`src/rtl/reg_file_pkg.sv`:
```
// Shared defaults, word types and helpers for the
// multi-read register file and its pending-write scoreboard.
package reg_file_pkg;

  localparam int DATA_W_DEF = 32;
  localparam int ADDR_W_DEF = 5;

  typedef logic [ADDR_W_DEF-1:0] addr_t;
  typedef logic [DATA_W_DEF-1:0] data_t;

  // Width needed to count 0..max_pend outstanding writes
  function automatic int cnt_w(input int max_pend);
    return $clog2(max_pend + 1);
  endfunction

endpackage

```
`src/rtl/reg_file_sb_if.sv`:
```
// Decode/writeback/debug bundle of the register file.
// The pipeline side drives master, the register file is slave.
interface reg_file_sb_if #(
  parameter int DATA_W = 32,
  parameter int ADDR_W = 5
);
  logic [ADDR_W-1:0] ra_addr;
  logic [DATA_W-1:0] ra_dout;
  logic              ra_busy;
  logic [ADDR_W-1:0] rb_addr;
  logic [DATA_W-1:0] rb_dout;
  logic              rb_busy;
  logic              wr_en;
  logic [ADDR_W-1:0] wr_addr;
  logic [DATA_W-1:0] wr_data;
  logic              iss_en;
  logic [ADDR_W-1:0] iss_addr;
  logic              iss_ready;
  logic [ADDR_W-1:0] dbg_addr;
  logic [DATA_W-1:0] dbg_dout;
  logic              err_underflow;

  modport master (
    output ra_addr, rb_addr,
    output wr_en, wr_addr, wr_data,
    output iss_en, iss_addr, dbg_addr,
    input  ra_dout, ra_busy,
    input  rb_dout, rb_busy,
    input  iss_ready, dbg_dout,
    input  err_underflow
  );

  modport slave (
    input  ra_addr, rb_addr,
    input  wr_en, wr_addr, wr_data,
    input  iss_en, iss_addr, dbg_addr,
    output ra_dout, ra_busy,
    output rb_dout, rb_busy,
    output iss_ready, dbg_dout,
    output err_underflow
  );

endinterface

```
`src/rtl/reg_scoreboard.sv`:
```
// Per-register pending-write counters: issue increments,
// writeback retires, busy lookups and sticky underflow flag.
module reg_scoreboard
  import reg_file_pkg::*;
#(
  parameter int ADDR_W   = ADDR_W_DEF,
  parameter int MAX_PEND = 3,
  parameter int ZERO_REG = 1,
  parameter int BYPASS   = 1
) (
  input  logic              clk,
  input  logic              rst,
  input  logic              i_iss_en,
  input  logic [ADDR_W-1:0] i_iss_addr,
  input  logic              i_wr_en,
  input  logic [ADDR_W-1:0] i_wr_addr,
  input  logic [ADDR_W-1:0] i_a_addr,
  input  logic [ADDR_W-1:0] i_b_addr,
  output logic              o_iss_ready,
  output logic              o_a_busy,
  output logic              o_b_busy,
  output logic              o_err_underflow
);

  localparam int CW    = cnt_w(MAX_PEND);
  localparam int DEPTH = 1 << ADDR_W;

  typedef logic [CW-1:0] cnt_t;

  cnt_t r_cnt [DEPTH];
  logic r_err;

  logic w_iss_zero;
  logic w_wr_zero;
  logic w_same;
  cnt_t w_wr_cnt;
  cnt_t w_iss_cnt;
  logic w_dec;
  logic w_uf;
  logic w_inc;
  cnt_t w_a_cnt;
  cnt_t w_b_cnt;
  logic w_a_drop;
  logic w_b_drop;

  assign w_iss_zero = (ZERO_REG != 0) && (i_iss_addr == '0);
  assign w_wr_zero  = (ZERO_REG != 0) && (i_wr_addr == '0);
  assign w_same     = i_wr_addr == i_iss_addr;
  assign w_wr_cnt   = r_cnt[i_wr_addr];
  assign w_iss_cnt  = r_cnt[i_iss_addr];

  assign w_dec = i_wr_en && !w_wr_zero && (w_wr_cnt != '0);
  assign w_uf  = i_wr_en && !w_wr_zero && (w_wr_cnt == '0);

  // A same-cycle retire to a full register frees a slot
  assign o_iss_ready = rst || w_iss_zero ||
                       (w_iss_cnt != CW'(MAX_PEND)) ||
                       (w_dec && w_same);

  assign w_inc = i_iss_en && o_iss_ready && !w_iss_zero;

  assign w_a_cnt  = r_cnt[i_a_addr];
  assign w_b_cnt  = r_cnt[i_b_addr];
  assign w_a_drop = (BYPASS != 0) && i_wr_en &&
                    (i_wr_addr == i_a_addr) &&
                    (w_a_cnt == CW'(1)) &&
                    !(i_iss_en && i_iss_addr == i_a_addr);
  assign w_b_drop = (BYPASS != 0) && i_wr_en &&
                    (i_wr_addr == i_b_addr) &&
                    (w_b_cnt == CW'(1)) &&
                    !(i_iss_en && i_iss_addr == i_b_addr);

  assign o_a_busy        = (w_a_cnt != '0) && !w_a_drop;
  assign o_b_busy        = (w_b_cnt != '0) && !w_b_drop;
  assign o_err_underflow = r_err;

  always_ff @(posedge clk or posedge rst) begin
    if (rst) begin
      for (int i = 0; i < DEPTH; i++)
        r_cnt[i] <= '0;
      r_err <= 1'b0;
    end else begin
      if (w_inc && !(w_dec && w_same))
        r_cnt[i_iss_addr] <= w_iss_cnt + CW'(1);
      if (w_dec && !(w_inc && w_same))
        r_cnt[i_wr_addr] <= w_wr_cnt - CW'(1);
      if (w_uf)
        r_err <= 1'b1;
    end
  end

endmodule

```
`src/rtl/reg_file_sb.sv`:
```
// Two-read register file with write-through bypass,
// debug read port and a pending-write scoreboard.
module reg_file_sb
  import reg_file_pkg::*;
#(
  parameter int              DATA_W   = DATA_W_DEF,
  parameter int              ADDR_W   = ADDR_W_DEF,
  parameter logic [DATA_W-1:0] RST_VAL = '0,
  parameter int              ZERO_REG = 1,
  parameter int              BYPASS   = 1,
  parameter int              MAX_PEND = 3
) (
  input logic         clk,
  input logic         rst,
  reg_file_sb_if.slave bus
);

  localparam int DEPTH = 1 << ADDR_W;

  logic [DATA_W-1:0] r_mem [DEPTH];

  logic w_wr_zero;

  assign w_wr_zero = (ZERO_REG != 0) && (bus.wr_addr == '0);

  always_ff @(posedge clk or posedge rst) begin
    if (rst) begin
      for (int i = 0; i < DEPTH; i++)
        r_mem[i] <= RST_VAL;
    end else if (bus.wr_en && !w_wr_zero) begin
      r_mem[bus.wr_addr] <= bus.wr_data;
    end
  end

  // Zero register wins over bypass, bypass over storage
  function automatic logic [DATA_W-1:0] sel(
    input logic [ADDR_W-1:0] a,
    input logic [DATA_W-1:0] stored,
    input logic              byp,
    input logic              we,
    input logic [ADDR_W-1:0] wa,
    input logic [DATA_W-1:0] wd
  );
    if ((ZERO_REG != 0) && (a == '0))
      return '0;
    if (byp && we && (wa == a))
      return wd;
    return stored;
  endfunction

  assign bus.ra_dout  = sel(bus.ra_addr,
                            r_mem[bus.ra_addr],
                            BYPASS != 0, bus.wr_en,
                            bus.wr_addr, bus.wr_data);
  assign bus.rb_dout  = sel(bus.rb_addr,
                            r_mem[bus.rb_addr],
                            BYPASS != 0, bus.wr_en,
                            bus.wr_addr, bus.wr_data);
  assign bus.dbg_dout = sel(bus.dbg_addr,
                            r_mem[bus.dbg_addr],
                            1'b0, bus.wr_en,
                            bus.wr_addr, bus.wr_data);

  reg_scoreboard #(
    .ADDR_W   (ADDR_W),
    .MAX_PEND (MAX_PEND),
    .ZERO_REG (ZERO_REG),
    .BYPASS   (BYPASS)
  ) u_sb (
    .clk             (clk),
    .rst             (rst),
    .i_iss_en        (bus.iss_en),
    .i_iss_addr      (bus.iss_addr),
    .i_wr_en         (bus.wr_en),
    .i_wr_addr       (bus.wr_addr),
    .i_a_addr        (bus.ra_addr),
    .i_b_addr        (bus.rb_addr),
    .o_iss_ready     (bus.iss_ready),
    .o_a_busy        (bus.ra_busy),
    .o_b_busy        (bus.rb_busy),
    .o_err_underflow (bus.err_underflow)
  );

endmodule

```
`src/flat_wrapper.sv`:
```
// flat-port wrapper written by rule: the top's interface ports become plain ports
module reg_file_sb_flat import reg_file_pkg::*;
#(
  parameter int              DATA_W   = DATA_W_DEF,
  parameter int              ADDR_W   = ADDR_W_DEF,
  parameter logic [DATA_W-1:0] RST_VAL = '0,
  parameter int              ZERO_REG = 1,
  parameter int              BYPASS   = 1,
  parameter int              MAX_PEND = 3
)
  (clk, rst, bus_ra_addr, bus_rb_addr, bus_wr_en, bus_wr_addr, bus_wr_data, bus_iss_en, bus_iss_addr, bus_dbg_addr, bus_ra_dout, bus_ra_busy, bus_rb_dout, bus_rb_busy, bus_iss_ready, bus_dbg_dout, bus_err_underflow);
  reg_file_sb_if #(.DATA_W(DATA_W), .ADDR_W(ADDR_W)) bus_i ();
  input logic clk;
  input logic rst;
  input wire logic [$bits(bus_i.ra_addr)-1:0] bus_ra_addr;
  input wire logic [$bits(bus_i.rb_addr)-1:0] bus_rb_addr;
  input wire logic [$bits(bus_i.wr_en)-1:0] bus_wr_en;
  input wire logic [$bits(bus_i.wr_addr)-1:0] bus_wr_addr;
  input wire logic [$bits(bus_i.wr_data)-1:0] bus_wr_data;
  input wire logic [$bits(bus_i.iss_en)-1:0] bus_iss_en;
  input wire logic [$bits(bus_i.iss_addr)-1:0] bus_iss_addr;
  input wire logic [$bits(bus_i.dbg_addr)-1:0] bus_dbg_addr;
  output wire logic [$bits(bus_i.ra_dout)-1:0] bus_ra_dout;
  output wire logic [$bits(bus_i.ra_busy)-1:0] bus_ra_busy;
  output wire logic [$bits(bus_i.rb_dout)-1:0] bus_rb_dout;
  output wire logic [$bits(bus_i.rb_busy)-1:0] bus_rb_busy;
  output wire logic [$bits(bus_i.iss_ready)-1:0] bus_iss_ready;
  output wire logic [$bits(bus_i.dbg_dout)-1:0] bus_dbg_dout;
  output wire logic [$bits(bus_i.err_underflow)-1:0] bus_err_underflow;
  assign bus_i.ra_addr = bus_ra_addr;
  assign bus_i.rb_addr = bus_rb_addr;
  assign bus_i.wr_en = bus_wr_en;
  assign bus_i.wr_addr = bus_wr_addr;
  assign bus_i.wr_data = bus_wr_data;
  assign bus_i.iss_en = bus_iss_en;
  assign bus_i.iss_addr = bus_iss_addr;
  assign bus_i.dbg_addr = bus_dbg_addr;
  assign bus_ra_dout = bus_i.ra_dout;
  assign bus_ra_busy = bus_i.ra_busy;
  assign bus_rb_dout = bus_i.rb_dout;
  assign bus_rb_busy = bus_i.rb_busy;
  assign bus_iss_ready = bus_i.iss_ready;
  assign bus_dbg_dout = bus_i.dbg_dout;
  assign bus_err_underflow = bus_i.err_underflow;
  reg_file_sb #(.DATA_W(DATA_W), .ADDR_W(ADDR_W), .RST_VAL(RST_VAL), .ZERO_REG(ZERO_REG), .BYPASS(BYPASS), .MAX_PEND(MAX_PEND)) u_core (.clk(clk), .rst(rst), .bus(bus_i));
endmodule
```
`config.mk`:
```
export PLATFORM = sky130hd
export DESIGN_NAME = reg_file_sb_flat
export DESIGN_NICKNAME = d
export VERILOG_FILES = /design/src/rtl/reg_file_pkg.sv /design/src/rtl/reg_file_sb_if.sv /design/src/rtl/reg_scoreboard.sv /design/src/rtl/reg_file_sb.sv /design/src/flat_wrapper.sv
export SDC_FILE = /design/constraint.sdc
export NUM_CORES = 2
export LEC_CHECK = 0
export BUFFER_PORTS_ARGS = -buffer_cell sky130_fd_sc_hd__buf_2
export CAP_MARGIN = 20
export CORE_MARGIN = 5
export CORE_UTILIZATION = 35
export CTS_CLUSTER_DIAMETER = 40
export DETAILED_ROUTE_END_ITERATION = 8
export PLACE_DENSITY_LB_ADDON = 0.3
export SLEW_MARGIN = 20
export SYNTH_ARGS = -nofsm -noshare
export SYNTH_HDL_FRONTEND = slang
export SYNTH_SLANG_ARGS = --single-unit
```
`constraint.sdc`:
```
create_clock -name clk -period 81.3 [get_ports clk]
set_input_delay 12.195 -clock clk [delete_from_list [all_inputs] [get_ports clk]]
set_output_delay 12.195 -clock clk [all_outputs]
set_load 0.1 [all_outputs]
```
After elaboration in Yosys (flattened, before gate mapping)
Index checks and enable logic that the tools add are counted.
{"block": "totals", "reg_bits": 1089, "input_bits": 61, "output_inout_bits": 100, "elab_cells": 177}
{"block": "op_classes", "n_addsub": 2, "n_lt_le_gt_ge": 7, "n_eq_ne": 8, "n_mux": 49, "bitwise_logic": 5, "n_reduce_logical": 41}
{"cell": "1024-bit bitwise mux", "count": 1}
{"cell": "32-bit two-way mux", "count": 17}
{"cell": "32-bit binary-select mux with 5-bit select", "count": 3}
{"cell": "32-bit demux with 5-bit select", "count": 1}
{"cell": "64-bit bitwise mux", "count": 2}
{"cell": "64-bit two-way mux", "count": 2}
{"cell": "2-bit binary-select mux with 5-bit select", "count": 4}
{"cell": "6-bit >= comparator, second input constant", "count": 5}
{"cell": "5-bit NOT with 6-bit output", "count": 5}
{"cell": "5-bit equality test", "count": 5}
{"cell": "5-bit zero test", "count": 5}
{"cell": "1-bit logical AND", "count": 21}
{"cell": "2-bit demux with 5-bit select", "count": 2}
{"cell": "2-bit two-way mux", "count": 10}
{"cell": "6-bit by 1-bit < comparator with 1-bit output, second input constant", "count": 2}
{"cell": "1-bit zero test", "count": 8}
{"cell": "1-bit two-way mux", "count": 7}
{"cell": "2-bit nonzero test", "count": 3}
{"cell": "2-bit by 1-bit equality test with 1-bit output, second input constant", "count": 2}
{"cell": "1-bit logical OR", "count": 3}
{"cell": "2-bit by 1-bit adder with 2-bit output, second input constant", "count": 1}
{"cell": "2-bit zero test", "count": 1}
{"cell": "2-bit inequality test, second input constant", "count": 1}
{"cell": "2-bit by 1-bit subtractor with 2-bit output, second input constant", "count": 1}

Logic depth before layout (Yosys ltp)
{"block": "logic_depth", "ltp_word": 14, "ltp_mapped": 16, "ltp_nobuf": 12}

Hierarchy
A second synthesis with hierarchy kept.
{"block": "hier_totals", "hier_cells": 4836, "hier_area_um2": 69105.0}
{"mod": "reg_file_sb", "instances": 1, "cells_each": 4270, "area_each_um2": 62791.5, "seq_area_each_um2": 25624.6}
{"mod": "reg_scoreboard", "instances": 1, "cells_each": 566, "area_each_um2": 6313.6, "seq_area_each_um2": 1626.6}

Worst setup path after synthesis
OpenSTA, ideal clock, no wires.
{"block": "synth_timing", "path_kind": "input to output", "startpoint": "input port bus_rb_addr[1]", "endpoint": "output port bus_rb_busy", "t_arrival_ns": 15.883, "t_required_ns": 69.105, "slack_ns": 53.222, "stages": 8, "path_buffers": 3, "cell_sequence": "buf_2 clkbuf_1 clkbuf_1 mux4_2 mux2i_1 nand2_1 nand4_1 a311oi_1"}
{"block": "synth_between", "elab_chain_cells": 9, "elab_cells_between_ends": 15, "cone_classes": "eq/ne (3); mux (3); bitwise (1); reduce/logical (8)"}
{"item": "start, declared", "line_no": "flat_wrapper.sv:16", "text": "input wire logic [$bits(bus_i.rb_addr)-1:0] bus_rb_addr;"}
{"item": "5-bit NOT with 6-bit output (not written as such)", "line_no": "reg_scoreboard.sv:63", "text": "assign w_b_cnt = r_cnt[i_b_addr];"}
{"item": "2-bit binary-select mux with 5-bit select", "line_no": "reg_scoreboard.sv:63"}
{"item": "2-bit two-way mux (not written as such) (2 in series)", "line_no": "reg_scoreboard.sv:63"}
{"item": "2-bit by 1-bit equality test with 1-bit output", "line_no": "reg_scoreboard.sv:70", "text": "(w_b_cnt == CW'(1)) &&"}
{"item": "1-bit logical AND", "line_no": "reg_scoreboard.sv:69", "text": "(i_wr_addr == i_b_addr) &&"}
{"item": "1-bit logical AND", "line_no": "reg_scoreboard.sv:70"}
{"item": "1-bit zero test", "line_no": "reg_scoreboard.sv:74", "text": "assign o_b_busy = (w_b_cnt != '0) && !w_b_drop;"}
{"item": "1-bit logical AND (*)", "line_no": "reg_scoreboard.sv:74"}
{"item": "end, declared", "line_no": "flat_wrapper.sv:26", "text": "output wire logic [$bits(bus_i.rb_busy)-1:0] bus_rb_busy;"}
Every way passes the cells marked *; elsewhere a longest branch is shown, timed or not. The select of a mux whose other input is x is not followed.

Worst setup path after layout
{"block": "layout_timing", "startpoint": "input port bus_ra_addr[0]", "endpoint": "output port bus_ra_dout[2]"}
{"block": "layout_between", "elab_chain_cells": 6, "elab_cells_between_ends": 13, "cone_classes": "eq/ne (1); mux (9); bitwise (1); reduce/logical (2)"}
{"item": "start, declared", "line_no": "flat_wrapper.sv:15", "text": "input wire logic [$bits(bus_i.ra_addr)-1:0] bus_ra_addr;"}
{"item": "5-bit NOT with 6-bit output (not written as such) / 5-bit equality test (equally long branches)", "line_no": "reg_file_sb.sv:52, reg_file_sb.sv:46"}
{"item": "32-bit binary-select mux with 5-bit select / 1-bit logical AND (equally long branches)", "line_no": "reg_file_sb.sv:52, reg_file_sb.sv:46"}
{"item": "32-bit two-way mux (not written as such) / 1-bit two-way mux (equally long branches) (2 in series)", "line_no": "reg_file_sb.sv:52, reg_file_sb.sv:46"}
{"item": "32-bit two-way mux", "line_no": "reg_file_sb.sv:48", "text": "return stored;"}
{"item": "32-bit two-way mux (*)", "line_no": "reg_file_sb.sv:46", "text": "if (byp && we && (wa == a))"}
{"item": "end, declared", "line_no": "flat_wrapper.sv:23", "text": "output wire logic [$bits(bus_i.ra_dout)-1:0] bus_ra_dout;"}
Marked as above.

==> reports/metrics.cfg <==
[die]
placement_rows=163
num_io_pins=161
fp.dieW_um=454
initial_core_util_pct=35.1
core-area_um2=197000
die_h_um=454
area_of_the_die_um2=206000

[clocking]
ctsRootBufferMaster=clkbuf_16
clk_path_buf_depth=3
cts.repair.resized=0
h-tree-depth=4
postCtsSetupBuffers=0
clock-sinks=1089
number_of_buffers_inserted_for_hold_repair_after_clock_tree_synthesis=0
cts.clk_slew.worst_paths_ns=0.05
clock_insertion_delay_worst_skew_ns=0.82
cts_tree=built
cts_buffers=184

[pwr]
power.switching_uw=716
power.switching_fraction_pct=33.2
power.ir.vdd_worst_uv=23.0
clockPowerShare_pct=37.2
cellPowerDensity_nw_per_um2=27.4
cellLeakagePower_nw=32.3
combinational_power_share_pct=27.2
seqPwrFrac_pct=35.6
cellInternalPower_mw=1.44

[critical_path]
critPathMaxFanout=54
cp_slowest_cell=buf_4
sort_of_element_at_the_start_of_the_critical_path=input pin
criticalPathCategory=in -> out
setup.worst_path.end_class=output port
critical-path-top-delay-family=buffers and inverters
crit_required_ns=69.10
worst_path_largest_cell_delay_ns=0.89
crit_chain=buf_8 -> buf_4 -> buf_4 -> buf_4 -> mux4_2 -> mux4_2 -> nor2_1 -> o31ai_1 -> buf_2
cpMostUsedCell=buf_4
cp.buffers_inverters=5
arrival_ns=17.09

[detailed_routing]
top_layer=met5
detailroute.via_count=46889
remaining_drc_errors=0
wirelength_met1_mm=98.7
route.final.wire_length_mm=250
met2RoutedLength_mm=119
wl_per_cell_um=34.1
first_pass_iters=5
antenna_left=0
drt_iter0_drc=5252
detailroute.wirelength.met3_mm=20.5
avgViaCountPerCell=6.38

[timing]
slew-limit-headroom_pct=21.1
maxSlewViolCount=0
post-route-min-period_ns=29.29
maxClockFrequency_mhz=34.1
hold_violations=0
setup-tns-final_ns=0
period_share_pct=36.0
setup_repair_after_global_routing_missed_its_margin=false
worstMarginPinSlew_ns=1.18
timing.final.setup_violations=0
fin_worst_skew_ns=0.0326

[synth]
synth_area_leader=dfrtp_1
synth.most_common_cell=dfrtp_1
synth-seq-area-share_pct=39.5
synth_enable_flop_cells=0
synth.lib_cells_used.distinct=68
syn_area_cell_um2=14.9
ys_ff_latch=1089
yosys-top-cells-area=dfrtp_1 (39%), mux4_2 (29%), mux2_2 (17%)
synthesis.yosys.warnings=0
synthArstFlopShare_pct=100
top_post_synthesis_cells_by_count=dfrtp_1 (1089), mux2_2 (1043), mux4_2 (888)
netlist.area_leader.share_pct=39.5
postSynthCellCount=4636
synth_area_um2=69100
synth_fp_nets=4699
predominant_post_synthesis_flop_cell=dfrtp_1

[placed_design]
final_weighted_congestion_in_routability_driven_placement=0.836
port_buffers=160
hpwl_mm=141
dpl.cell_count=6997

[global_route]
antenna_found_initial=22
grt_util_all_layers_pct=24.1
grt_pass1_vias=48128
globalRoute.totalOverflow=0
grt_max_degree=156
wire_length_of_the_first_global_routing_pass_mm=360

[job]
cap_viol_max_count=0

[finish]
regArea_um2=27300
areaGrowthSynthToFinish_pct=13.8
final_net_count=4607
fin_cells=7351
drive_above_1_share_pct=55.8
multi_input_area_um2=39700
final.fill_count=18110

[min_path]
timing.hold.worst.class=reg -> reg

[run_status]
run_status=completed

==> flip-flops by register name, summed over array words and instances (netlist names) <==
register / cells
u_core.u_sb.o_err_underflow: 1
u_core.u_sb.r_cnt: 64
u_core.r_mem: 1024
==> stage by stage <==
stage	power [mW]	area, µm²	hold slack (ns)	utilization [%]	setup WS (ns)
after CTS	2.16	78500	0.414	39.9	51.82
after global placement	1.34	72100	0.393	36.6	51.84
final	2.16	78600	0.409	39.9	52.01
after floorplan	1.21	69100	0.458	-	38.45
after detailed placement	1.36	72200	0.402	36.7	51.83
after global routing	2.24	78600	0.425	39.9	51.62
==> metal layers <==
metal	up-vias	GRT usage, %
li1	18418	-
met1	25576	31.2
met2	2302	38.6
met3	585	5.52
met4	8	11.1
met5	-	0
==> cell type report <==
type / instances / area share, %
Timing Repair Buffer: 277 / 2.42
Sequential cell: 1089 / 34.7
Clock buffer: 213 / 6.24
Multi-Input combinational cell: 2983 / 50.5
Clock inverter: 129 / 1.87
Inverter: 9 / 0.0525
Antenna cell: 11 / 0.0350
Tap cell: 2640 / 4.20
==> power groups by stage <==
stage	Clock, mW	Sequential [mW]	Combinational, mW
3_3_place_gp	0	0.764	0.578
4_1_cts	0.815	0.762	0.587
3_5_place_dp	0	0.771	0.585
2_1_floorplan	0	0.734	0.472
5_1_grt	0.838	0.782	0.619
6_report	0.803	0.768	0.586
==> cells in the final DEF, fill, tap and decap left out, drive strengths merged, types with 6 or more instances in the layout <==
cell	count
a22oi	25
nor2b	54
nor2	140
and3	10
a21oi	65
nand2	75
a221o	13
and2	6
nand3	20
mux2i	271
or4	10
mux4	888
nor4	13
clkinv	49
o31ai	12
a211oi	79
a22o	18
o22ai	36
inv	51
xor2	22
dfrtp	1089
clkbuf	213
mux2	1057
clkinvlp	22
a31oi	33
o21ai	23
nor3	19
o32a	8
bufinv	16
diode	11
buf	277
nand3b	11
a221oi	17
a32o	8
==> kinds of logic after synthesis <==
| group | synth area share [%] |
|---|---|
| compound gates | 3.64 |
| fa+ha+maj | 0.0362 |
| flops | 39.5 |
| buf+inv | 3.51 |
| simple gates | 2.86 |
| xor+xnor | 0.317 |
| mux | 50.2 |
==> worst paths after layout <==
check / startpoint / end / slack [ns] / depth (start not counted)
setup / recovery: bus_ra_addr[0] / bus_ra_dout[2] / 52.01 / 9
hold / removal: u_core.r_mem[1009] / u_core.r_mem[1009] / 0.41 / 0
setup reg to reg: u_core.u_sb.r_cnt[54] / u_core.u_sb.r_cnt[20] / 76.21 / 10
hold reg to reg: u_core.r_mem[1009] / u_core.r_mem[1009] / 0.41 / 0
max in group asynchronous: rst / u_core.r_mem[880] / 66.03 / 6
min in group asynchronous: rst / u_core.u_sb.r_cnt[62] / 11.48 / 2
No activity file was read; power rests on OpenSTA's default activity.
